**config.mk**
```make
export PLATFORM = sky130hd
export DESIGN_NAME = or_16
export DESIGN_NICKNAME = d
export VERILOG_FILES = /design/src/rtl/hack_pkg.sv /design/src/rtl/or_16_or1.sv /design/src/rtl/or_16.sv
export SDC_FILE = /design/constraint.sdc
export NUM_CORES = 1
export LEC_CHECK = 0
export ABC_AREA = 1
export BUFFER_PORTS_ARGS = -buffer_cell sky130_fd_sc_hd__buf_4
export CAP_MARGIN = 20
export CORE_MARGIN = 3
export CORE_UTILIZATION = 40
export CTS_BUF_LIST = sky130_fd_sc_hd__clkbuf_16
export DETAILED_ROUTE_END_ITERATION = 8
export PLACE_DENSITY_LB_ADDON = 0.12
export SYNTH_ARGS = -nofsm -noshare
export SYNTH_HDL_FRONTEND = slang
export SYNTH_SLANG_ARGS = --single-unit
```
**constraint.sdc**
```tcl
create_clock -name clk -period 1.21 [get_ports clk]
set_clock_uncertainty 0.2 [all_clocks]
set_input_delay 0.0605 -clock clk [delete_from_list [all_inputs] [get_ports clk]]
set_output_delay 0.0605 -clock clk [all_outputs]
set_load 0.005 [all_outputs]
```
**src/rtl/hack_pkg.sv**
```systemverilog
// Shared definitions for the Hack gate library: word width and the word type
// reused by every 16-bit gate.
package hack_pkg;

   localparam int WORD_W = 16;

   typedef logic [WORD_W-1:0] word_t;

endpackage : hack_pkg

```
**src/rtl/or_16_or1.sv**
```systemverilog
// One-bit OR built only from NANDs, matching the rest of the NAND-based gate
// library: or(a,b) = nand(nand(a,a), nand(b,b)).
module or1 (
   input  logic a,
   input  logic b,
   output logic y
);

   logic notA;
   logic notB;

   assign notA = ~(a & a);
   assign notB = ~(b & b);
   assign y    = ~(notA & notB);

endmodule : or1

```
**src/rtl/or_16.sv**
```systemverilog
// Word-wide OR for the Hack datapath: a purely combinational result plus a
// registered copy and any/all status flags for pipelined consumers.
module or_16
   import hack_pkg::*;
#(
   parameter int WIDTH = WORD_W
) (
   input  logic             clk,
   input  logic             rst,
   input  logic [WIDTH-1:0] a,
   input  logic [WIDTH-1:0] b,
   output logic [WIDTH-1:0] y,
   output logic [WIDTH-1:0] y_q,
   output logic             any_q,
   output logic             all_q
);

   logic [WIDTH-1:0] y_d;
   logic             any_d;
   logic             all_d;

   // Each result bit is an independent gate; nothing crosses bit positions.
   for (genvar i = 0; i < WIDTH; i++) begin : g_bit
      or1 u_or1 (
         .a (a[i]),
         .b (b[i]),
         .y (y[i])
      );
   end

   always_comb begin
      y_d   = y;
      any_d = |y;
      all_d = &y;
   end

   always_ff @(posedge clk) begin
      if (rst) begin
         y_q   <= '0;
         any_q <= 1'b0;
         all_q <= 1'b0;
      end else begin
         y_q   <= y_d;
         any_q <= any_d;
         all_q <= all_d;
      end
   end

endmodule : or_16

```
==> results of run 1 <==
registers in the layout, indices dropped and copies added (netlist names):
register	flops
y_q	16
all_q	1
any_q	1
area by class of cell:
class / instances / share of cell area (%)
flip-flops and latches: 18 / 24.1
multi-input cells: 60 / 17.6
well taps: 25 / 2.10
clock inverters: 1 / 0.251
inverters: 17 / 4.27
repair buffers: 87 / 46.6
clock buffers: 3 / 5.03
power by group through the flow:
stage	combinational, mW	clock (mW)	sequential, mW
final	0.338	0.660	0.640
after global routing	0.371	0.699	0.643
after CTS	0.338	0.672	0.640
after detailed placement	0.294	0	0.652
after global placement	0.290	0	0.652
after floorplan	0.123	0	0.658
synth_stat cells (all sizes together):
library cell	count
nor2	42
buf	18
dfxtp	18
inv	17
nand2	15
nand3	1
nand4	1
nor3	1
worst max-delay path by stage:
stage	slack (ns)	startpoint	depth (start not counted)	to
finish	0.06	rst	5	all_q
CTS	0.05	rst	5	all_q
global placement	0.17	b[6]	7	any_q
detailed placement	0.17	b[7]	7	any_q
floorplan	0.38	b[5]	6	any_q
global route	0.004	rst	5	all_q
worst max-delay path, stage by stage:
cell and delay (ns):
dlygate4sd3_1 0.54, buf_4 0.20, nor2_2 0.13, nand4_1 0.10, nor2_1 0.10
per-layer routing:
metal / vias to the layer above / global-route usage (%) / share of wire [%] / wire length (um)
li1: 460 / - / - / -
met2: 37 / 34.3 / 54 / 1230
met1: 388 / 19.9 / 36 / 816
met4: 0 / 10.5 / 1.7 / 38
met5: - / 0 / 0 / 0
met3: 4 / 4.96 / 9.1 / 209
kinds of logic (layout without fill, tap and decap cells):
kind of cell	count (synthesis)	count (layout)	synth area share (%)
buffers and inverters	35	108	24.3
flip-flops	18	18	43.8
AND/OR/NAND/NOR	60	60	31.9
stage by stage:
step           cell area [um^2]  util (%)  setup WS, ns
3_3_place_gp               1240      67.6         0.175
2_1_floorplan               823         -         0.378
3_5_place_dp               1240      67.6         0.168
6_report                   1490      81.2        0.0608
4_1_cts                    1490      81.2        0.0522
5_1_grt                    1490      81.2       0.00432
timing repair:
action | 4_1_cts | 5_1_grt
buffers inserted | 0 | 0
endpoints found under the setup margin | 0 | 0
hold buffers | 17 | 0
gates resized for setup | 0 | 0
endpoints found under the hold margin | 17 | 0
==> impl_metrics.py, run 1 <==
metrics = {
    "outcome": {
        "violations": "hold timing",
        "status": "finished with violations",
    },
    "timing": {
        "fmax_mhz": 870,
        "max_slew_margin_pct": 87.3,
        "rsz0062_at_grt": "false",
        "slew_violations": 0,
        "hold_violations": 1,
        "min_period_ns": 1.15,
        "setup_viol": 0,
        "fin_setup_tns_ns": 0,
        "holdWs_ns": -0.00676,
        "tightest_slew_ns": 0.189,
        "period_share_pct": 95.0,
    },
    "power": {
        "p_switching_uw": 355,
        "p_leak_nw": 0.769,
        "power_density_nw_per_um2": 1100,
        "switching_share_pct": 21.7,
        "peakVddDrop_mv": 0.788,
        "internal-power_mw": 1.28,
        "power_frac_seq_pct": 39.1,
        "power_frac_comb_pct": 20.6,
        "power.total_mw": 1.64,
        "clkPwrFrac_pct": 40.3,
    },
    "min_path": {
        "hp-class": "in -> reg",
        "whs_endpoint": "any_q",
        "hold_path_depth": 7,
        "hold_start": "a[1]",
    },
    "placed_design": {
        "gp_congestion": 0.733,
        "place_inst": 190,
        "dp_hpwl_mm": 1.56,
        "port_buffers": 67,
    },
    "final_layout": {
        "n_fill_cell": 125,
        "multi_input_area_um2": 263,
        "seqCellArea_um2": 360,
        "antenna_cells": 0,
        "mostFrequentLayoutCell": "buf_4",
        "mostFrequentLayoutCells": "buf_4, nor2_1, dfxtp_1, dlygate4sd3_1",
        "final_cell_count_no_fill": 211,
        "area_delta_synth_final_pct": 81.3,
        "drive_gt1_share_pct": 47.3,
        "final_nets": 221,
    },
    "synthesis": {
        "yosysWarnings": 0,
        "syn_nets": 147,
        "yosysTopAreaCell": "dfxtp_1",
        "yosysSeqAreaShare_pct": 43.8,
        "netlist-cell-type-count": 12,
        "synth_area_leaders": "dfxtp_1, buf_4, nor2_1",
        "synth_top_area_share_pct": 43.8,
        "syn_area_per_cell_um2": 7.29,
        "syn_inst": 113,
        "synth-seq-cells": 18,
        "synth_area_um2": 823,
    },
    "grt": {
        "antenna_found_initial": 0,
        "grt_pass1_vias": 857,
        "grt.overflow.total": 0,
        "grt_max_degree": 18,
        "grt.total_usage_pct": 19.1,
        "grt_pass1_wl_mm": 3.71,
    },
    "routing": {
        "ant_nets": 0,
        "drc": 0,
        "drtIter0Drc": 5,
        "vias_per_cell": 4.21,
        "vias": 889,
        "avgRoutedWirePerCell_um": 10.9,
        "dr.pass1.iters": 4,
        "routed_wl_mm": 2.29,
    },
    "clocking": {
        "clk_pin_slew_ns": 0.05,
        "h-tree-depth": 1,
        "cts_sinks": 18,
        "cts_made_buffers": 3,
        "ctsRootBufferMaster": "clkbuf_16",
        "clk_path_buf_depth": 2,
        "cts_tree": "built",
    },
    "critical_path": {
        "critPathRequiredTime_ns": 1.20,
        "crit_type": "in -> reg",
        "end_kind": "flip-flop",
        "critPathMaxFanout": 17,
        "worst_ep_arrival_time_ns": 1.14,
        "start_kind": "input pin",
    },
    "job": {
        "drv_cap": 0,
    },
    "die": {
        "ioPinCount": 68,
        "die-area_um2": 2640,
        "initial_core_util_pct": 44.8,
        "fp.dieH_um": 51.4,
        "rows": 15,
        "core_um2": 1840,
        "die_x_um": 51.4,
    },
}
(Power assumes the default switching activity.)
==> run 2, diff against run 1 <==
CORE_UTILIZATION = 37   (was 40)
clock period = 1.3 ns   (was 1.21 ns; I/O delays follow)
==> run 2 against run 1 <==
Compared with the run above:
- the flow now finishes without violations
- total power shrank 8.2%
- die area rose by 7.2%
- worst setup slack improved by 0.12 ns
- routed wire length down 9.7%
- clock power is 8.5% lower
- core utilization down 9.0 points
- final area fell by 1.3%
- critical path depth unchanged
- sequential share of layout area grew 0.33 points
- sequential power is 6.9% lower
- highest routed layer unchanged
==> impl_metrics.py, run 2 (synthesis gave the netlist of run 1 again) <==
metrics = {
    "final_layout": {
        "top_register": "y_q",
        "final_nets": 218,
        "mostFrequentLayoutCells": "buf_4, nor2_1, dfxtp_1, dlygate4sd3_1",
        "multi_input_area_um2": 263,
        "drive_gt1_share_pct": 46.4,
        "area_delta_synth_final_pct": 78.9,
        "largest_reg_flops": 16,
        "antenna_cells": 0,
        "stdcell_area_um2": 1470,
        "n_fill_cell": 185,
        "seqCellArea_um2": 360,
        "mostFrequentLayoutCell": "buf_4",
        "top_regs": "y_q: 16 flops, all_q: 1 flops, any_q: 1 flops",
    },
    "timing": {
        "setup_viol": 0,
        "holdWs_ns": 0.00532,
        "min_period_ns": 1.12,
        "fin_setup_tns_ns": 0,
        "fmax_mhz": 890,
        "rsz0062_at_grt": "false",
        "tightest_slew_ns": 0.212,
        "layout_setup_ws_ns": 0.176,
        "max_slew_margin_pct": 85.7,
        "hold_violations": 0,
        "slew_violations": 0,
        "period_share_pct": 86.4,
    },
    "critical_path": {
        "path_cells": "dlygate4sd3_1 -> buf_4 -> nor2_2 -> nand4_1 -> nor2_1",
        "critPathRequiredTime_ns": 1.28,
        "worst_ep_arrival_time_ns": 1.11,
        "crit_type": "in -> reg",
        "cp_num_cells": 5,
        "critPathMaxFanout": 17,
        "cp.buffers_inverters": 2,
        "slowest_stage": "dlygate4sd3_1",
        "slowest_delay_ns": 0.53,
        "end_kind": "flip-flop",
        "critical_path.top_delay_family": "buffers and inverters",
        "start_kind": "input pin",
    },
    "power": {
        "switching_share_pct": 21.0,
        "peakVddDrop_mv": 0.987,
        "clkPwrFrac_pct": 40.2,
        "power_frac_seq_pct": 39.6,
        "p_switching_uw": 316,
        "p_leak_nw": 0.753,
        "power.total_mw": 1.50,
        "power_density_nw_per_um2": 1020,
        "power_frac_comb_pct": 20.2,
        "internal-power_mw": 1.19,
    },
    "job": {
        "drv_cap": 0,
    },
    "clocking": {
        "cts_tree": "built",
        "clk_pin_slew_ns": 0.05,
        "clk_path_buf_depth": 2,
        "h-tree-depth": 1,
        "cts_made_buffers": 3,
        "post_cts_resized": 0,
        "ctsRootBufferMaster": "clkbuf_16",
        "cts_sinks": 18,
    },
    "routing": {
        "vias": 879,
        "ant_nets": 0,
        "drtIter0Drc": 5,
        "dr.pass1.iters": 2,
        "drc": 0,
        "routed_wl_mm": 2.07,
        "avgRoutedWirePerCell_um": 9.86,
        "vias_per_cell": 4.19,
    },
    "die": {
        "fp.dieH_um": 53.2,
        "initial_core_util_pct": 40.3,
        "die_x_um": 53.2,
        "rows": 16,
        "die-area_um2": 2830,
        "core_um2": 2040,
        "ioPinCount": 68,
    },
    "min_path": {
        "hold_path_depth": 7,
        "hp-class": "in -> reg",
    },
    "grt": {
        "antenna_found_initial": 0,
        "grt_max_degree": 18,
        "grt_pass1_wl_mm": 3.31,
        "grt.total_usage_pct": 16.1,
        "grt_pass1_vias": 807,
        "grt.overflow.total": 0,
    },
    "outcome": {
        "status": "complete, no violations",
    },
    "placed_design": {
        "port_buffers": 67,
        "place_ws_ns": 0.256,
        "gp_congestion": 0.603,
        "dp_hpwl_mm": 1.57,
        "placed_area_um2": 1220,
    },
}
==> run 2: changes by cell type in the layout (fill, tap and decap cells not counted), sizes merged <==
cell  change
buf       -3
==> run 2: layout make-up <==
| type | count | area share (%) |
|---|---|---|
| clock buffer | 3 | 5.10 |
| sequential | 18 | 24.5 |
| inverter | 17 | 4.33 |
| multi-input combinational | 60 | 17.8 |
| timing repair buffer | 84 | 45.7 |
| tap | 27 | 2.29 |
| clock inverter | 1 | 0.255 |
==> run 2: per-layer routing <==
layer / global-route usage [%] / part of all wire, % / wire, um
met5: 0 / 0 / 0
met4: 6.38 / 0.92 / 19
met3: 5.35 / 11 / 231
met2: 30.4 / 54 / 1120
met1: 15.9 / 34 / 701
==> run 2: repair_timing <==
action | 4_1_cts | 5_1_grt
hold buffers | 17 | 0
hold endpoints to repair | 17 | 0
setup buffers | 0 | 0
==> run 2: power by group through the flow <==
stage                     Sequential, mW  Combinational (mW)  Clock [mW]
after floorplan                    0.612               0.114           0
after global placement             0.607               0.263           0
after detailed placement           0.607               0.268           0
after CTS                          0.596               0.308       0.625
after global routing               0.599               0.337       0.649
final                              0.596               0.304       0.604
==> run 2: per-stage QoR <==
stage,utilization (%),std cells
after global routing,72.1,210
after detailed placement,59.9,189
after CTS,72.1,210
after global placement,59.9,189
after floorplan,-,113
final,72.1,210
==> run 2: path summary, 6_finish.rpt <==
check / to / start / slack (ns)
worst min-delay path: any_q / a[11] / 0.005
worst max-delay path: all_q / rst / 0.18
==> run 3, diff against run 2 <==
CORE_UTILIZATION = 25   (was 37)
==> run 3 against run 2 <==
Compared with the run above:
- first-iteration DRC count increased by 120%
- maximum frequency decreased by 2.2%
- largest power group unchanged
- highest routed layer unchanged
- critical path type unchanged
- sequential power about the same
- count of clock-buffer cells in the layout unchanged
- core utilization decreased by 24 points
- global-route usage decreased by 5.5 points
- total power increased by 0.14%
- via count decreased by 2.5%
- sequential share of layout area decreased by 0.35 points
- clock power about the same
- flip-flop and latch count unchanged
==> impl_metrics.py, run 3 (synthesis gave the netlist of run 1 again) <==
metrics = {
    "timing": {
        "fin_setup_tns_ns": 0,
        "setup_viol": 0,
        "min_period_ns": 1.15,
        "period_share_pct": 88.4,
        "fmax_mhz": 870,
        "max_slew_margin_pct": 87.3,
        "rsz0062_at_grt": "false",
        "hold_violations": 0,
        "holdWs_ns": 0.0155,
        "tightest_slew_ns": 0.190,
        "slew_violations": 0,
    },
    "routing": {
        "wl_met1_um": 832,
        "routed_wl_mm": 2.15,
        "wl_met2_mm": 1.07,
        "vias_per_cell": 3.78,
        "ant_nets": 0,
        "routed-wl-met3_um": 230,
        "vias": 857,
        "dr.pass1.iters": 4,
        "avgRoutedWirePerCell_um": 9.46,
        "drc": 0,
        "highest_layer": "met4",
        "drtIter0Drc": 11,
    },
    "clocking": {
        "cts_made_buffers": 3,
        "cts_sinks": 18,
        "post_cts_buffers": 0,
        "ctsRootBufferMaster": "clkbuf_16",
        "cts_tree": "built",
        "h-tree-depth": 1,
        "clk_path_buf_depth": 2,
        "clk_pin_slew_ns": 0.05,
    },
    "grt": {
        "grt_pass1_wl_mm": 3.39,
        "grt.total_usage_pct": 10.6,
        "grt.overflow.total": 0,
        "grt_max_degree": 18,
        "antenna_found_initial": 0,
        "grt_pass1_vias": 841,
    },
    "die": {
        "die-area_um2": 4020,
        "initial_core_util_pct": 26.5,
        "ioPinCount": 68,
        "fp.dieH_um": 63.4,
        "rows": 20,
        "core_um2": 3100,
        "die_x_um": 63.4,
    },
    "min_path": {
        "whs_endpoint": "any_q",
        "hold_path_depth": 7,
        "hold_start": "a[13]",
        "hp-class": "in -> reg",
    },
    "placed_design": {
        "dp_hpwl_mm": 1.68,
        "port_buffers": 67,
        "gp_congestion": 0.698,
    },
    "outcome": {
        "status": "complete, no violations",
    },
    "final_layout": {
        "mostFrequentLayoutCells": "buf_4, nor2_1, dfxtp_1, dlygate4sd3_1",
        "area_delta_synth_final_pct": 81.5,
        "largest_reg_flops": 16,
        "multi_input_area_um2": 263,
        "top_register": "y_q",
        "top_regs": "y_q: 16 flops, all_q: 1 flops, any_q: 1 flops",
        "final_nets": 218,
        "mostFrequentLayoutCell": "buf_4",
        "antenna_cells": 0,
        "drive_gt1_share_pct": 46.4,
        "seqCellArea_um2": 360,
        "n_fill_cell": 338,
    },
    "critical_path": {
        "critPathRequiredTime_ns": 1.29,
        "start_kind": "input pin",
        "end_kind": "flip-flop",
        "critPathMaxFanout": 17,
        "crit_type": "in -> reg",
        "worst_ep_arrival_time_ns": 1.13,
    },
    "power": {
        "peakVddDrop_mv": 0.382,
        "power_density_nw_per_um2": 1010,
        "p_leak_nw": 0.753,
    },
    "job": {
        "drv_cap": 0,
    },
}
[run 3: timing repair]
action / in CTS / in global routing
hold buffers: 17 / 0
gates resized for setup: 0 / 0
hold endpoints to repair: 17 / 0
[run 3: layer usage]
layer / global-route usage [%] / up-vias
li1: - / 454
met1: 11.6 / 363
met2: 18.3 / 38
met3: 4.28 / 2
met4: 4.04 / 0
met5: 0 / -
[run 3: through the flow]
| step | worst slack (ns) | cells | cell area (um^2) | util, % | total power, mW |
|---|---|---|---|---|---|
| CTS | 0.145 | 227 | 1490 | 48.1 | 1.53 |
| detailed placement | 0.226 | 206 | 1240 | 40.1 | 0.878 |
| finish | 0.151 | 227 | 1490 | 48.1 | 1.51 |
| floorplan | 0.464 | 113 | 823 | - | 0.727 |
| global placement | 0.231 | 206 | 1240 | 40.1 | 0.875 |
| global route | 0.107 | 227 | 1490 | 48.1 | 1.59 |
[run 3: area by class of cell]
class,instances,area share [%]
Sequential cell,18,24.1
Clock buffer,3,5.03
Tap cell,44,3.69
Clock inverter,1,0.251
Inverter,17,4.27
Timing Repair Buffer,84,45.1
Multi-Input combinational cell,60,17.6
[run 3: worst max-delay path: stages]
cell           delay (ns)
dlygate4sd3_1        0.54
buf_4                0.20
nor2_2               0.13
nand4_1              0.10
nor2_1               0.10
[run 3: worst max-delay path by stage]
stage	slack, ns	startpoint	cells past startpoint	to
5_1_grt	0.11	rst	5	all_q
6_report	0.15	rst	5	all_q
3_5_place_dp	0.23	b[7]	7	any_q
4_1_cts	0.15	rst	5	all_q
2_1_floorplan	0.46	b[5]	6	any_q
3_3_place_gp	0.23	b[7]	7	any_q
[run 3: power breakdown]
part	total, mW	switching, mW	internal [mW]	leakage (nW)
Sequential	0.596	0.00905	0.587	0.151
Clock	0.606	0.198	0.408	0.0385
Combinational	0.303	0.111	0.193	0.564
Total	1.51	0.318	1.19	0.753
